==> src/rtl/ll_pkg.sv <==
// Shared definitions for the line-length window-sum block: FSM encoding and
// accumulator sizing.
package ll_pkg;

    typedef logic [0:0] ll_state_t;

    localparam ll_state_t ST_FILL = 1'b0;
    localparam ll_state_t ST_RUN  = 1'b1;

    localparam int HIT_W = 8;

    // A win_len-sample sum of data_width-bit values needs log2(win_len) extra bits.
    function automatic int acc_width_f(input int data_w, input int win_l);
        return data_w + $clog2(win_l);
    endfunction

    function automatic int ptr_width_f(input int win_l);
        return (win_l > 1) ? $clog2(win_l) : 1;
    endfunction

endpackage

==> src/rtl/ll_ring_buf.sv <==
// Sample ring storage: one write port and an asynchronous read of the same
// address, so the slot being overwritten is visible before the write lands.
module ll_ring_buf #(
    parameter int width = 32,
    parameter int depth = 16,
    parameter int addr_w = 4
) (
    input  logic              clk_i,
    input  logic              we_i,
    input  logic [addr_w-1:0] addr_i,
    input  logic [width-1:0]  wdata_i,
    output logic [width-1:0]  rdata_o
);

    logic [width-1:0] mem_q [depth];

    always_ff @(posedge clk_i) begin
        if (we_i) begin
            mem_q[addr_i] <= wdata_i;
        end
    end

    assign rdata_o = mem_q[addr_i];

endmodule

==> src/rtl/ll_window_sum.sv <==
// Sliding-window sum of rectified line-length samples with a persistence-
// filtered over-threshold alarm.
//
// Handshake: a sample is taken on every rising edge with en=0 (no backpressure);
// dout_valid is a one-cycle pulse one edge after the sample that yields a full
// window, and dout holds between pulses.
module ll_window_sum
    import ll_pkg::*;
#(
    parameter int data_width = 32,
    parameter int win_len    = 16,
    parameter int persist    = 4
) (
    input  logic                                              clk,
    input  logic                                              rst,
    input  logic                                              en,
    input  logic signed [data_width-1:0]                      din,
    input  logic [acc_width_f(data_width, win_len)-1:0]       thresh,
    output logic [acc_width_f(data_width, win_len)-1:0]       dout,
    output logic                                              dout_valid,
    output logic                                              alarm,
    output logic                                              dbg_state
);

    localparam int ACC_W = acc_width_f(data_width, win_len);
    localparam int PTR_W = ptr_width_f(win_len);
    localparam int CNT_W = PTR_W + 1;

    localparam logic [CNT_W-1:0] FILL_LAST   = CNT_W'(win_len - 1);
    localparam logic [HIT_W-1:0] PERSIST_CNT = HIT_W'(persist);

    ll_state_t        state_q, state_d;
    logic [ACC_W-1:0] sum_q, sum_d;
    logic [PTR_W-1:0] wr_ptr_q, wr_ptr_d;
    logic [CNT_W-1:0] fill_cnt_q, fill_cnt_d;
    logic [HIT_W-1:0] hit_cnt_q, hit_cnt_d;
    logic [ACC_W-1:0] dout_q, dout_d;
    logic             dout_valid_q, dout_valid_d;
    logic             alarm_q, alarm_d;

    logic                  accept;
    logic [data_width-1:0] din_c;
    logic [data_width-1:0] ring_rdata;
    logic [ACC_W-1:0]      old_val;
    logic                  win_valid;

    assign accept = !en;
    // Negative line length is meaningless upstream noise; treat it as zero.
    assign din_c  = din[data_width-1] ? '0 : din;

    ll_ring_buf #(
        .width (data_width),
        .depth (win_len),
        .addr_w(PTR_W)
    ) u_ring (
        .clk_i  (clk),
        .we_i   (accept && !rst),
        .addr_i (wr_ptr_q),
        .wdata_i(din_c),
        .rdata_o(ring_rdata)
    );

    // Ring contents are never reset, so the oldest slot only counts once the
    // window has been filled with fresh samples.
    assign old_val   = (state_q == ST_RUN) ? ACC_W'(ring_rdata) : '0;
    assign win_valid = accept && ((state_q == ST_RUN) || (fill_cnt_q == FILL_LAST));

    always_comb begin
        state_d      = state_q;
        sum_d        = sum_q;
        wr_ptr_d     = wr_ptr_q;
        fill_cnt_d   = fill_cnt_q;
        hit_cnt_d    = hit_cnt_q;
        dout_d       = dout_q;
        dout_valid_d = 1'b0;
        alarm_d      = alarm_q;

        if (accept) begin
            sum_d    = sum_q + ACC_W'(din_c) - old_val;
            wr_ptr_d = wr_ptr_q + 1'b1;
            if (state_q == ST_FILL) begin
                fill_cnt_d = fill_cnt_q + 1'b1;
                if (fill_cnt_q == FILL_LAST) begin
                    state_d = ST_RUN;
                end
            end
        end

        if (win_valid) begin
            dout_d       = sum_d;
            dout_valid_d = 1'b1;
            if (sum_d > thresh) begin
                hit_cnt_d = (hit_cnt_q >= PERSIST_CNT) ? PERSIST_CNT : hit_cnt_q + 1'b1;
                alarm_d   = (hit_cnt_d == PERSIST_CNT);
            end else begin
                hit_cnt_d = '0;
                alarm_d   = 1'b0;
            end
        end
    end

    always_ff @(posedge clk) begin
        if (rst) begin
            state_q      <= ST_FILL;
            sum_q        <= '0;
            wr_ptr_q     <= '0;
            fill_cnt_q   <= '0;
            hit_cnt_q    <= '0;
            dout_q       <= '0;
            dout_valid_q <= 1'b0;
            alarm_q      <= 1'b0;
        end else begin
            state_q      <= state_d;
            sum_q        <= sum_d;
            wr_ptr_q     <= wr_ptr_d;
            fill_cnt_q   <= fill_cnt_d;
            hit_cnt_q    <= hit_cnt_d;
            dout_q       <= dout_d;
            dout_valid_q <= dout_valid_d;
            alarm_q      <= alarm_d;
        end
    end

    assign dout       = dout_q;
    assign dout_valid = dout_valid_q;
    assign alarm      = alarm_q;
    assign dbg_state  = state_q;

endmodule

==> config.mk <==
export PLATFORM = sky130hd
export DESIGN_NAME = ll_window_sum
export DESIGN_NICKNAME = d
export VERILOG_FILES = /design/src/rtl/ll_pkg.sv /design/src/rtl/ll_ring_buf.sv /design/src/rtl/ll_window_sum.sv
export SDC_FILE = /design/constraint.sdc
export NUM_CORES = 1
export LEC_CHECK = 0
export BUFFER_PORTS_ARGS = -buffer_cell sky130_fd_sc_hd__buf_2
export CAP_MARGIN = 30
export CORE_MARGIN = 2
export CORE_UTILIZATION = 31
export DETAILED_ROUTE_END_ITERATION = 10
export PLACE_DENSITY = 0.44
export SETUP_SLACK_MARGIN = 0.1
export SYNTH_ARGS = -nofsm -noshare
export SYNTH_HDL_FRONTEND = slang
export SYNTH_HIERARCHICAL = 1
export SYNTH_SLANG_ARGS = --single-unit
export TNS_END_PERCENT = 50
==> constraint.sdc <==
create_clock -name clk -period 11.95 [get_ports clk]
set_input_delay 0.5975 -clock clk [delete_from_list [all_inputs] [get_ports clk]]
set_output_delay 0.5975 -clock clk [all_outputs]
set_load 0.02 [all_outputs]
Yosys cells after proc, flatten, opt, wreduce, memory -nomap -nowiden. Memories as Yosys holds them, arrays and structs flattened. A register that Yosys moved wholly into a read port is not among the register bits. Cells that the tools add are included. Widths: inputs -> output; s select.

$add $sub $neg: 5. Multiply operators: 0. Div/mod/pow operators: 0. Order comparisons: 2. Eq/ne operators: 2. Shifts and indexed selects: 0. Mux-type cells: 13. Bitwise logic cells: 2. Reduce and logical (&&, ||, !) cells: 6.

Operator list (count): $add 36x31->36 (1); $gt 36x36->1 (1); $mux 36 (1); $sub 36x32->36 (1); $mux 32 (1); $mux 31 (1); $mux 8 (2); $add 8x1->8 const B (1); $eq 8x3->1 const B (1); $ge 8x3->1 const B (1); $mux 4 (2); $mux 1 (6); $add 5x1->5 const B (1); $eq 5x4->1 const B (1); $add 4x1->4 const B (1); $logic_and 1x1->1 (2); $logic_not 1->1 (2); $not 1->1 (2); $reduce_and 2->1 (1); $logic_or 1x1->1 (1).

Register bits: 92. Latch bits: 0. Bits in writable memories: 496. Memory bits (read-only): 0. Input port bits: 71. Logic and storage cells: 39. Memories kept: 1.

Memories: u_ring.mem_q (words 16, bits a word 31, rd ports 1, clocked after Yosys merged registers in 1, wr ports 1, line ll_ring_buf.sv:15) `logic [width-1:0] mem_q [depth];`.

Depth between registers and ports, before layout. Gate-level depths: netlist (run 1).

Word-level depth: 6. Mapped depth: 26.

Cells and area by module. The synthesis (run 1) kept the hierarchy.

By module, submodules not included: ll_ring_buf (times used 1, cells each 808, area each 19222.2 um^2, seq. area each 15374.7 um^2); ll_window_sum (times used 1, cells each 1107, area each 8376.8 um^2, seq. area each 1841.8 um^2).

Worst setup path after synthesis (run 1). Ideal clock, no wire load.

Path type: flip-flop to flip-flop. From: register, netlist name wr_ptr_q[0]. To: register hit_cnt_q[2]. Library setup time: 0.117 ns. Data arrival time: 5.510 ns. Required time: 11.833 ns. Slack: 6.323 ns. Stages on the path, launching flop included: 26. Buffers on the path: 3. Cell sequence: dfxtp_1 buf_2 buf_2 mux4_2 a22oi_1 nand2_1 and2_1 fa_1 inv_1 ha_1 buf_2 a21o_1 a21o_1 a21oi_1 nor2_1 a211oi_1 mux2_2 a21oi_1 ha_1 a21o_1 a21o_1 a21oi_1 o21ai_0 a211o_1 a21o_1 a32o_1.

RTL lines: end signal: assignment (line ll_window_sum.sv:117) `hit_cnt_q <= hit_cnt_d;`; end: declaration (line ll_window_sum.sv:36) `logic [HIT_W-1:0] hit_cnt_q, hit_cnt_d;`.

==> results of run 1 <==
==> per-stage QoR <==
stage               setup slack, ns  instance area [um2]  instances  hold slack (ns)
finish                         4.86                31900       3265            0.392
detailed placement             4.11                29600       3139            0.441
floorplan                      6.32                27700       1930            0.443
global route                   4.45                31900       3264            0.393
global placement               4.16                29600       3138            0.438
CTS                            4.09                31800       3262            0.363
==> cells in the final DEF (no fill, tap or decap), types with 11 or more instances in the layout <==
master,n
a21oi_1,56
inv_1,173
a31oi_1,12
nand4_1,20
dfxtp_1,90
mux2_2,11
clkbuf_16,71
o21ai_0,44
a21o_1,34
nand2_1,132
conb_1,16
nand2b_1,38
nor2_4,13
and3_1,12
nand3_1,22
ha_1,78
nor3_1,22
o21ai_1,18
fa_1,31
nor2b_1,12
buf_4,33
buf_2,109
and2_1,52
edfxtp_1,512
clkinv_1,18
nor2_1,72
mux4_2,128
a22oi_1,68
a211oi_1,13
xor2_1,19
==> worst reg2reg max path: cells and delay by family (launching register included) <==
kind | cells | cell delay [ns]
adder cells (fa/ha/maj) | 3 | 1.14
buffers and inverters | 3 | 0.88
AND/OR/NAND/NOR | 3 | 0.57
flip-flops | 1 | 0.41
multiplexers | 1 | 0.57
AO/OA/AOI/OAI | 14 | 3.41
==> where the power goes <==
| part | internal [mW] | switching [mW] | leakage (nW) | total (mW) |
|---|---|---|---|---|
| clock | 1.22 | 0.854 | 1.07 | 2.07 |
| combinational | 0.655 | 1.11 | 5.06 | 1.77 |
| sequential | 2.34 | 0.0331 | 5.43 | 2.37 |
| total | 4.21 | 2.00 | 11.6 | 6.21 |
==> area by class of cell <==
class                   instances  area [um2]
repair buffers                145         868
clock inverters                43         392
fillers                      8365       56400
clock buffers                  80        1810
inverters                     174         653
well taps                    1165        1460
flip-flops and latches        604       17200
multi-input cells            1053        9480
diodes                          1        2.50
==> logic make-up (layout without fill, tap and decap cells) <==
family                     after synthesis  in the layout
adders and majority gates              109            109
DFF                                    604            604
other                                    1             17
buffers and inverters                  273            442
muxes                                  148            148
xor gates and xnor gates                28             28
AOI/OAI and AO/OA                      325            325
and+or+nand+nor                        427            427
==> state kept, by name (all words and copies together) (netlist names) <==
name and flops:
u_ring/mem_q 512, dout 36, sum_q 36, hit_cnt_q 8, fill_cnt_q 5, wr_ptr_q 4, alarm 1, dbg_state 1
dout_valid 1
==> how the worst max path moves through the flow <==
| stage | slack, ns | from | to | cells after the start |
|---|---|---|---|---|
| after floorplan | 6.32 | wr_ptr_q[0] | hit_cnt_q[2] | 25 |
| after global routing | 4.45 | wr_ptr_q[0] | hit_cnt_q[2] | 24 |
| after global placement | 4.16 | wr_ptr_q[0] | hit_cnt_q[2] | 24 |
| final | 4.86 | wr_ptr_q[0] | hit_cnt_q[2] | 24 |
| after CTS | 4.09 | wr_ptr_q[0] | hit_cnt_q[2] | 24 |
| after detailed placement | 4.11 | wr_ptr_q[0] | hit_cnt_q[2] | 23 |
==> metal layers <==
| layer | vias to the layer above | routed length [um] | GRT usage [%] |
|---|---|---|---|
| li1 | 7468 | - | - |
| met1 | 8549 | 34200 | 22.7 |
| met2 | 428 | 38200 | 29.1 |
| met3 | 111 | 3840 | 2.73 |
| met4 | 0 | 1670 | 4.25 |
| met5 | - | 0 | 0 |
==> results.json, run 1 <==
{
  "grt_start_max_net_pins": 139,
  "fin_crit_sh_pct": 59.4,
  "synth_top_family_by_area": "multiplexers",
  "hold_viol_final": 0,
  "max_slew_margin_pct": 35.2,
  "cts-root-buf": "clkbuf_16",
  "min_path_cells": 2,
  "via_per_inst": 5.07,
  "synth-xor-area-share_pct": 0.889,
  "ff2ff_setup_slack_ns": 4.86,
  "hold_path.startpoint": "rst",
  "postCtsSetupRepairBufs": 0,
  "finalPower_mw": 6.21,
  "fmax_mhz": 141,
  "reg2reg_depth": 24,
  "synth_ff_type": "edfxtp_1",
  "yosys_warnings": 6,
  "synth_mux_area_share_pct": 11.2,
  "r2r-end": "hit_cnt_q[2]",
  "ant_nets": 0,
  "synthArstFlopShare_pct": 0,
  "cp-end-kind": "flop",
  "hold_buffers": 0,
  "clkTransAtPathRegs_ns": 0.06,
  "synth_common_cells": "edfxtp_1, inv_1, nand2_1",
  "fin_nets": 2226,
  "grt_pass1_wl_mm": 114,
  "drt-total-wl_mm": 78.0,
  "place_congestion": 0.875,
  "drc_errors": 0,
  "crit_slowest_cell": "mux4_2",
  "cts.sinks": 604,
  "synth_edf_count": 512,
  "tritoncts": "done",
  "fp.dieW_um": 302,
  "io_buffers": 109,
  "hold_end": "sum_q[31]",
  "hold_class": "in -> reg",
  "setup_tns_ns": 0,
  "critPathMaxFanout": 40,
  "start_util_pct": 31.3,
  "insertion_delay_ns": 0.60,
  "outcome": "complete, no violations",
  "max_stage_delay_ns": 0.57,
  "drtIter0Drc": 1384,
  "die_h_um": 302,
  "yosysTopAreaCell": "edfxtp_1",
  "grt_util_all_layers_pct": 17.0,
  "syn_area_um2": 27600,
  "antenna_found_initial": 3,
  "die_area_um2": 91400,
  "skew_ns": 0.0261,
  "grt_pass1_vias": 16873,
  "layout-drive-gt1-share_pct": 20.0,
  "wl_per_cell_um": 23.9,
  "core_um2": 88200,
  "irDropWorstVdd_uv": 89.5,
  "layout_min_cycle_time_ns": 7.09,
  "synth_area_leaders": "edfxtp_1, mux4_2, dfxtp_1",
  "reg2reg_from": "wr_ptr_q[0]",
  "critPathKind": "reg -> reg",
  "firstDrtPassIters": 7,
  "critPathBufInv": 3,
  "start_kind": "flop",
  "synth_compound_area_share_pct": 8.13,
  "grt_overflow": 0,
  "power.leakage_nw": 11.6,
  "seq_area_frac_synth_pct": 62.4,
  "ctsResizeCount": 0,
  "area_growth_pct": 15.5,
  "crit_path_cell_trace": "buf_16 -> buf_4 -> mux4_2 -> a22oi_1 -> nand2_1 -> and2_1 -> fa_1 -> inv_1 -> ha_1 -> a21oi_1 -> o21ai_1 -> a31oi_1 -> or2_2 -> o211ai_4 -> o211ai_1 -> o21ai_0 -> ha_1 -> a21o_1 -> a21o_1 -> a21oi_1 -> o21ai_0 -> a211o_1 -> a21o_1 -> a32o_1",
  "rsz0062_at_grt": "no",
  "rows": 109,
  "cp_data_arrival_time_ns": 7.57,
  "tightest_slew_ns": 0.973,
  "dr_total_vias": 16556,
  "syn_inst": 1915,
  "power-per-cell-area_nw_per_um2": 195,
  "crit_top_cell": "a21o_1",
  "syn_avg_cell_area_um2": 14.4,
  "setup_viol": 0,
  "cts_buffers": 68,
  "yosysUniqueCellTypes": 79,
  "cp_top_family": "compound AO/OA/AOI/OAI gates",
  "synth.top_cell.area_share_pct": 55.7,
  "ios": 110,
  "htreeDepth": 3,
  "slew_viol_final": 0,
  "maxCapViolCount": 0,
  "synthAdderAreaFrac_pct": 5.78,
  "synth-seq-cells": 604,
  "cts_buffer_depth": 3,
  "required_ns": 12.43,
  "dp_hpwl_mm": 47.5,
  "yosys.cell_count.top_type": "edfxtp_1",
  "synth_simple_gate_area_share_pct": 7.58,
  "utilization_pct": 36.1
}
Power figures use the tool's default switching activity.
==> run 2: changes to the inputs <==
- PLACE_DENSITY: 0.44 -> 0.45
- clock period: 11.95 -> 6.4 ns (I/O delays scaled with it)
==> results.json, run 2 (synthesized netlist as in run 1, its figures left out) <==
{
  "place_congestion": 0.864,
  "critPathKind": "reg -> reg",
  "hold_viol_final": 0,
  "grt_start_max_net_pins": 71,
  "required_ns": 6.89,
  "drtIter0Drc": 1217,
  "tritoncts": "done",
  "die_area_um2": 91400,
  "ff2ff_setup_slack_ns": 0.32,
  "multiInputGateArea_um2": 9770,
  "dr_total_vias": 17086,
  "die_h_um": 302,
  "maxCapViolCount": 0,
  "area_growth_pct": 22.5,
  "insertion_delay_ns": 0.61,
  "layout-drive-gt1-share_pct": 28.1,
  "max_slew_margin_pct": 35.5,
  "dp_hpwl_mm": 52.9,
  "via_per_inst": 5.00,
  "outcome": "complete, no violations",
  "cts_buffer_depth": 3,
  "ant_nets": 0,
  "reg2reg_depth": 24,
  "r2r-end": "hit_cnt_q[2]",
  "skew_ns": 0.0227,
  "hold_class": "in -> reg",
  "ios": 110,
  "endpoint": "hit_cnt_q[2]",
  "cts.sinks": 604,
  "rsz0062_at_grt": "no",
  "drt-total-wl_mm": 79.7,
  "dp.cells": 3274,
  "cp_data_arrival_time_ns": 6.57,
  "reg2reg_from": "wr_ptr_q[0]",
  "cts-root-buf": "clkbuf_16",
  "crit_start": "wr_ptr_q[0]",
  "firstDrtPassIters": 5,
  "grt_util_all_layers_pct": 17.4,
  "core_um2": 88200,
  "largest_reg_flops": 512,
  "cts_buffers": 66,
  "fp.dieW_um": 302,
  "grt_pass1_vias": 17609,
  "irDropWorstVdd_uv": 206,
  "antenna_found_initial": 0,
  "fin_crit_sh_pct": 95.1,
  "tightest_slew_ns": 0.965,
  "power.leakage_nw": 12.5,
  "start_util_pct": 31.3,
  "wl_per_cell_um": 23.3,
  "setup_tns_ns": 0,
  "fmax_mhz": 164,
  "start_kind": "flop",
  "critPathMaxFanout": 14,
  "slew_viol_final": 0,
  "grt_pass1_wl_mm": 116,
  "power-per-cell-area_nw_per_um2": 372,
  "nFillCells": 8328,
  "fin_cells": 3420,
  "rows": 109,
  "seq_area_um2": 17200,
  "layout_min_cycle_time_ns": 6.08,
  "clkTransAtPathRegs_ns": 0.06,
  "layout.cells.most_common": "edfxtp_1",
  "grt_overflow": 0,
  "drc_errors": 0,
  "io_buffers": 109,
  "dpl_worst_slack_ns": -0.105,
  "htreeDepth": 3,
  "setup_viol": 0,
  "hold_buffers": 0,
  "fin_nets": 2387,
  "regMostFlops": "u_ring/mem_q",
  "cp-end-kind": "flop",
  "mostFrequentLayoutCells": "edfxtp_1, inv_1, buf_4, nand2_1, mux4_2",
  "layout_setup_ws_ns": 0.315
}
-- run 2: power by group --
group / total [mW] / switching (mW) / internal (mW)
clock: 3.93 / 1.58 / 2.35
combinational: 4.22 / 2.33 / 1.89
sequential: 4.43 / 0.0588 / 4.37
-- run 2: layout make-up --
| cell class | instances | share of cell area (%) |
|---|---|---|
| flip-flops and latches | 604 | 50.9 |
| clock buffers | 83 | 5.26 |
| diodes | 1 | 0.00740 |
| clock inverters | 32 | 1.30 |
| repair buffers | 308 | 7.35 |
| well taps | 1165 | 4.31 |
| inverters | 174 | 1.93 |
| multi-input cells | 1053 | 28.9 |
-- run 2: metrics by stage --
step / total power, mW / hold slack [ns] / cell area, um2 / util (%)
floorplan: 6.84 / 0.443 / 27700 / -
CTS: 12.4 / 0.152 / 33300 / 37.7
global route: 13.3 / 0.194 / 33800 / 38.3
global placement: 8.40 / 0.439 / 30700 / 34.8
finish: 12.6 / 0.189 / 33800 / 38.3
detailed placement: 8.43 / 0.442 / 31000 / 35.1
-- run 2: metal layers --
metal	vias to the layer above	wire length (um)	global-route usage (%)
li1	7796	-	-
met3	105	4000	2.74
met5	-	0	0
met4	0	2270	5.57
met1	8727	35000	23.5
met2	458	38400	28.8
-- run 2: timing repair --
item,in CTS,in global routing
buffers inserted,3,25
resized for setup,9,63
pin swaps,1,17
endpoints found under the setup margin,4,4
cloned,1,1
-- run 2: critical path: stages (launching register included) --
cell and delay, ns:
dfxtp_4 0.43, buf_6 0.16, buf_16 0.17, mux4_2 0.51
a22oi_1 0.21, nand2_1 0.10, and2_1 0.18, fa_1 0.51
inv_1 0.05, ha_1 0.37, a21oi_2 0.23, o21ai_0 0.14
a41oi_2 0.28, a31oi_4 0.16, buf_4 0.19, a2111oi_1 0.34
a41o_1 0.17, nor2_1 0.08, ha_1 0.31, nand4_1 0.25
or3_4 0.46, nor2_2 0.13, a31oi_1 0.09, o21a_1 0.15
a32o_1 0.27
-- run 2: how the worst min path moves through the flow --
stage                 start      endpoint  cells past startpoint
3_5_place_dp       dout[17]      dout[17]                      2
6_report                rst   wr_ptr_q[3]                      2
3_3_place_gp       dout[22]      dout[22]                      2
4_1_cts                 rst   wr_ptr_q[3]                      2
2_1_floorplan  hit_cnt_q[2]  hit_cnt_q[2]                      1
5_1_grt                 rst   wr_ptr_q[3]                      2
==> run 3: changes to the inputs <==
- CELL_PAD_IN_SITES_DETAIL_PLACEMENT: default -> 1
- CELL_PAD_IN_SITES_GLOBAL_PLACEMENT: default -> 1
- PLACE_DENSITY: 0.45 -> 0.52
==> results.json, run 3 (synthesized netlist as in run 1, its figures left out) <==
{
  "setup_tns_ns": 0,
  "finalPower_mw": 12.6,
  "start_util_pct": 31.3,
  "utilization_pct": 38.1,
  "cp_data_arrival_time_ns": 6.62,
  "grt_util_all_layers_pct": 18.2,
  "drc_errors": 0,
  "insertion_delay_ns": 0.61,
  "layout.cells.most_common": "edfxtp_1",
  "layout_setup_ws_ns": 0.276,
  "crit_slowest_cell": "mux4_2",
  "power.leakage_nw": 12.4,
  "postPlaceCellArea_um2": 30600,
  "fin_nets": 2367,
  "ant_nets": 0,
  "io_buffers": 109,
  "ios": 110,
  "start_kind": "flop",
  "crit_top_cell": "buf_4",
  "seq_area_um2": 17200,
  "wl_per_cell_um": 24.5,
  "largest_reg_flops": 512,
  "area_growth_pct": 21.7,
  "dp.cells": 3234,
  "maxCapViolCount": 0,
  "slew_viol_final": 0,
  "cts_buffer_depth": 3,
  "fin_crit_sh_pct": 95.7,
  "dp_hpwl_mm": 55.0,
  "nFillCells": 9040,
  "tritoncts": "done",
  "grt_start_max_net_pins": 53,
  "outcome": "complete, no violations",
  "grt_pass1_wl_mm": 122,
  "fin_area_um2": 33600,
  "mostFrequentLayoutCells": "edfxtp_1, inv_1, buf_4, mux4_2, nand2_1",
  "antenna_found_initial": 1,
  "required_ns": 6.89,
  "regMostFlops": "u_ring/mem_q",
  "layout-drive-gt1-share_pct": 27.5,
  "cts-root-buf": "clkbuf_16",
  "die_area_um2": 91400,
  "cp-end-kind": "flop",
  "drtIter0Drc": 1139,
  "hold-worst-slack_ns": 0.167,
  "critPathBufInv": 9,
  "critPathMaxFanout": 7,
  "core_um2": 88200,
  "max_stage_delay_ns": 0.48,
  "rsz0062_at_grt": "no",
  "clkTransAtPathRegs_ns": 0.06,
  "hold_buffers": 0,
  "layout_min_cycle_time_ns": 6.12,
  "skew_ns": 0.0246,
  "fin_cells": 3404,
  "die_h_um": 302,
  "drt-total-wl_mm": 83.5,
  "grt_pass1_vias": 18290,
  "cts_buffers": 67,
  "cp_top_family": "compound AO/OA/AOI/OAI gates",
  "hold_class": "in -> reg",
  "cts.sinks": 604,
  "grt_overflow": 0,
  "hold_viol_final": 0,
  "max_slew_margin_pct": 32.5,
  "rows": 109,
  "irDropWorstVdd_uv": 241,
  "htreeDepth": 3,
  "tightest_slew_ns": 1.01,
  "place_congestion": 0.822,
  "firstDrtPassIters": 4,
  "fmax_mhz": 163,
  "dpl_worst_slack_ns": 0.0929,
  "multiInputGateArea_um2": 9710,
  "power-per-cell-area_nw_per_um2": 374,
  "fp.dieW_um": 302,
  "critPathKind": "reg -> reg",
  "via_per_inst": 5.10,
  "dr_total_vias": 17350,
  "setup_viol": 0
}
run 3: path summary, 6_finish.rpt:
| kind | from | to | slack [ns] | depth (start not counted) |
|---|---|---|---|---|
| max | wr_ptr_q[0] | hit_cnt_q[1] | 0.28 | 29 |
| min | rst | sum_q[35] | 0.17 | 2 |
| max reg2reg | wr_ptr_q[0] | hit_cnt_q[1] | 0.28 | 29 |
| min reg2reg | dout[27] | dout[27] | 0.45 | 2 |
run 3: per-layer routing:
metal	routed length [um]	vias up	part of all wire (%)	global-route usage (%)
li1	-	7749	-	-
met1	37500	9129	45	24.5
met2	40700	362	49	30.6
met3	3660	110	4.4	3.02
met4	1660	0	2.0	4.48
met5	0	-	0	0
run 3: repair_timing:
action / 4_1_cts / 5_1_grt
setup buffers: 0 / 44
endpoints found under the setup margin: 4 / 4
gates resized for setup: 5 / 65
cloned: 0 / 5
pin swaps: 0 / 17
run 3: report_power, final:
part	internal, mW	switching [mW]
logic	1.81	2.34
registers	4.37	0.0640
clock network	2.39	1.60
total	8.56	4.00
run 3: cell type report:
type / count / share of cell area (%)
flip-flops and latches: 604 / 51.3
multi-input cells: 1053 / 28.9
repair buffers: 287 / 6.84
clock buffers: 79 / 5.25
well taps: 1165 / 4.34
inverters: 174 / 1.94
clock inverters: 40 / 1.43
diodes: 2 / 0.0149
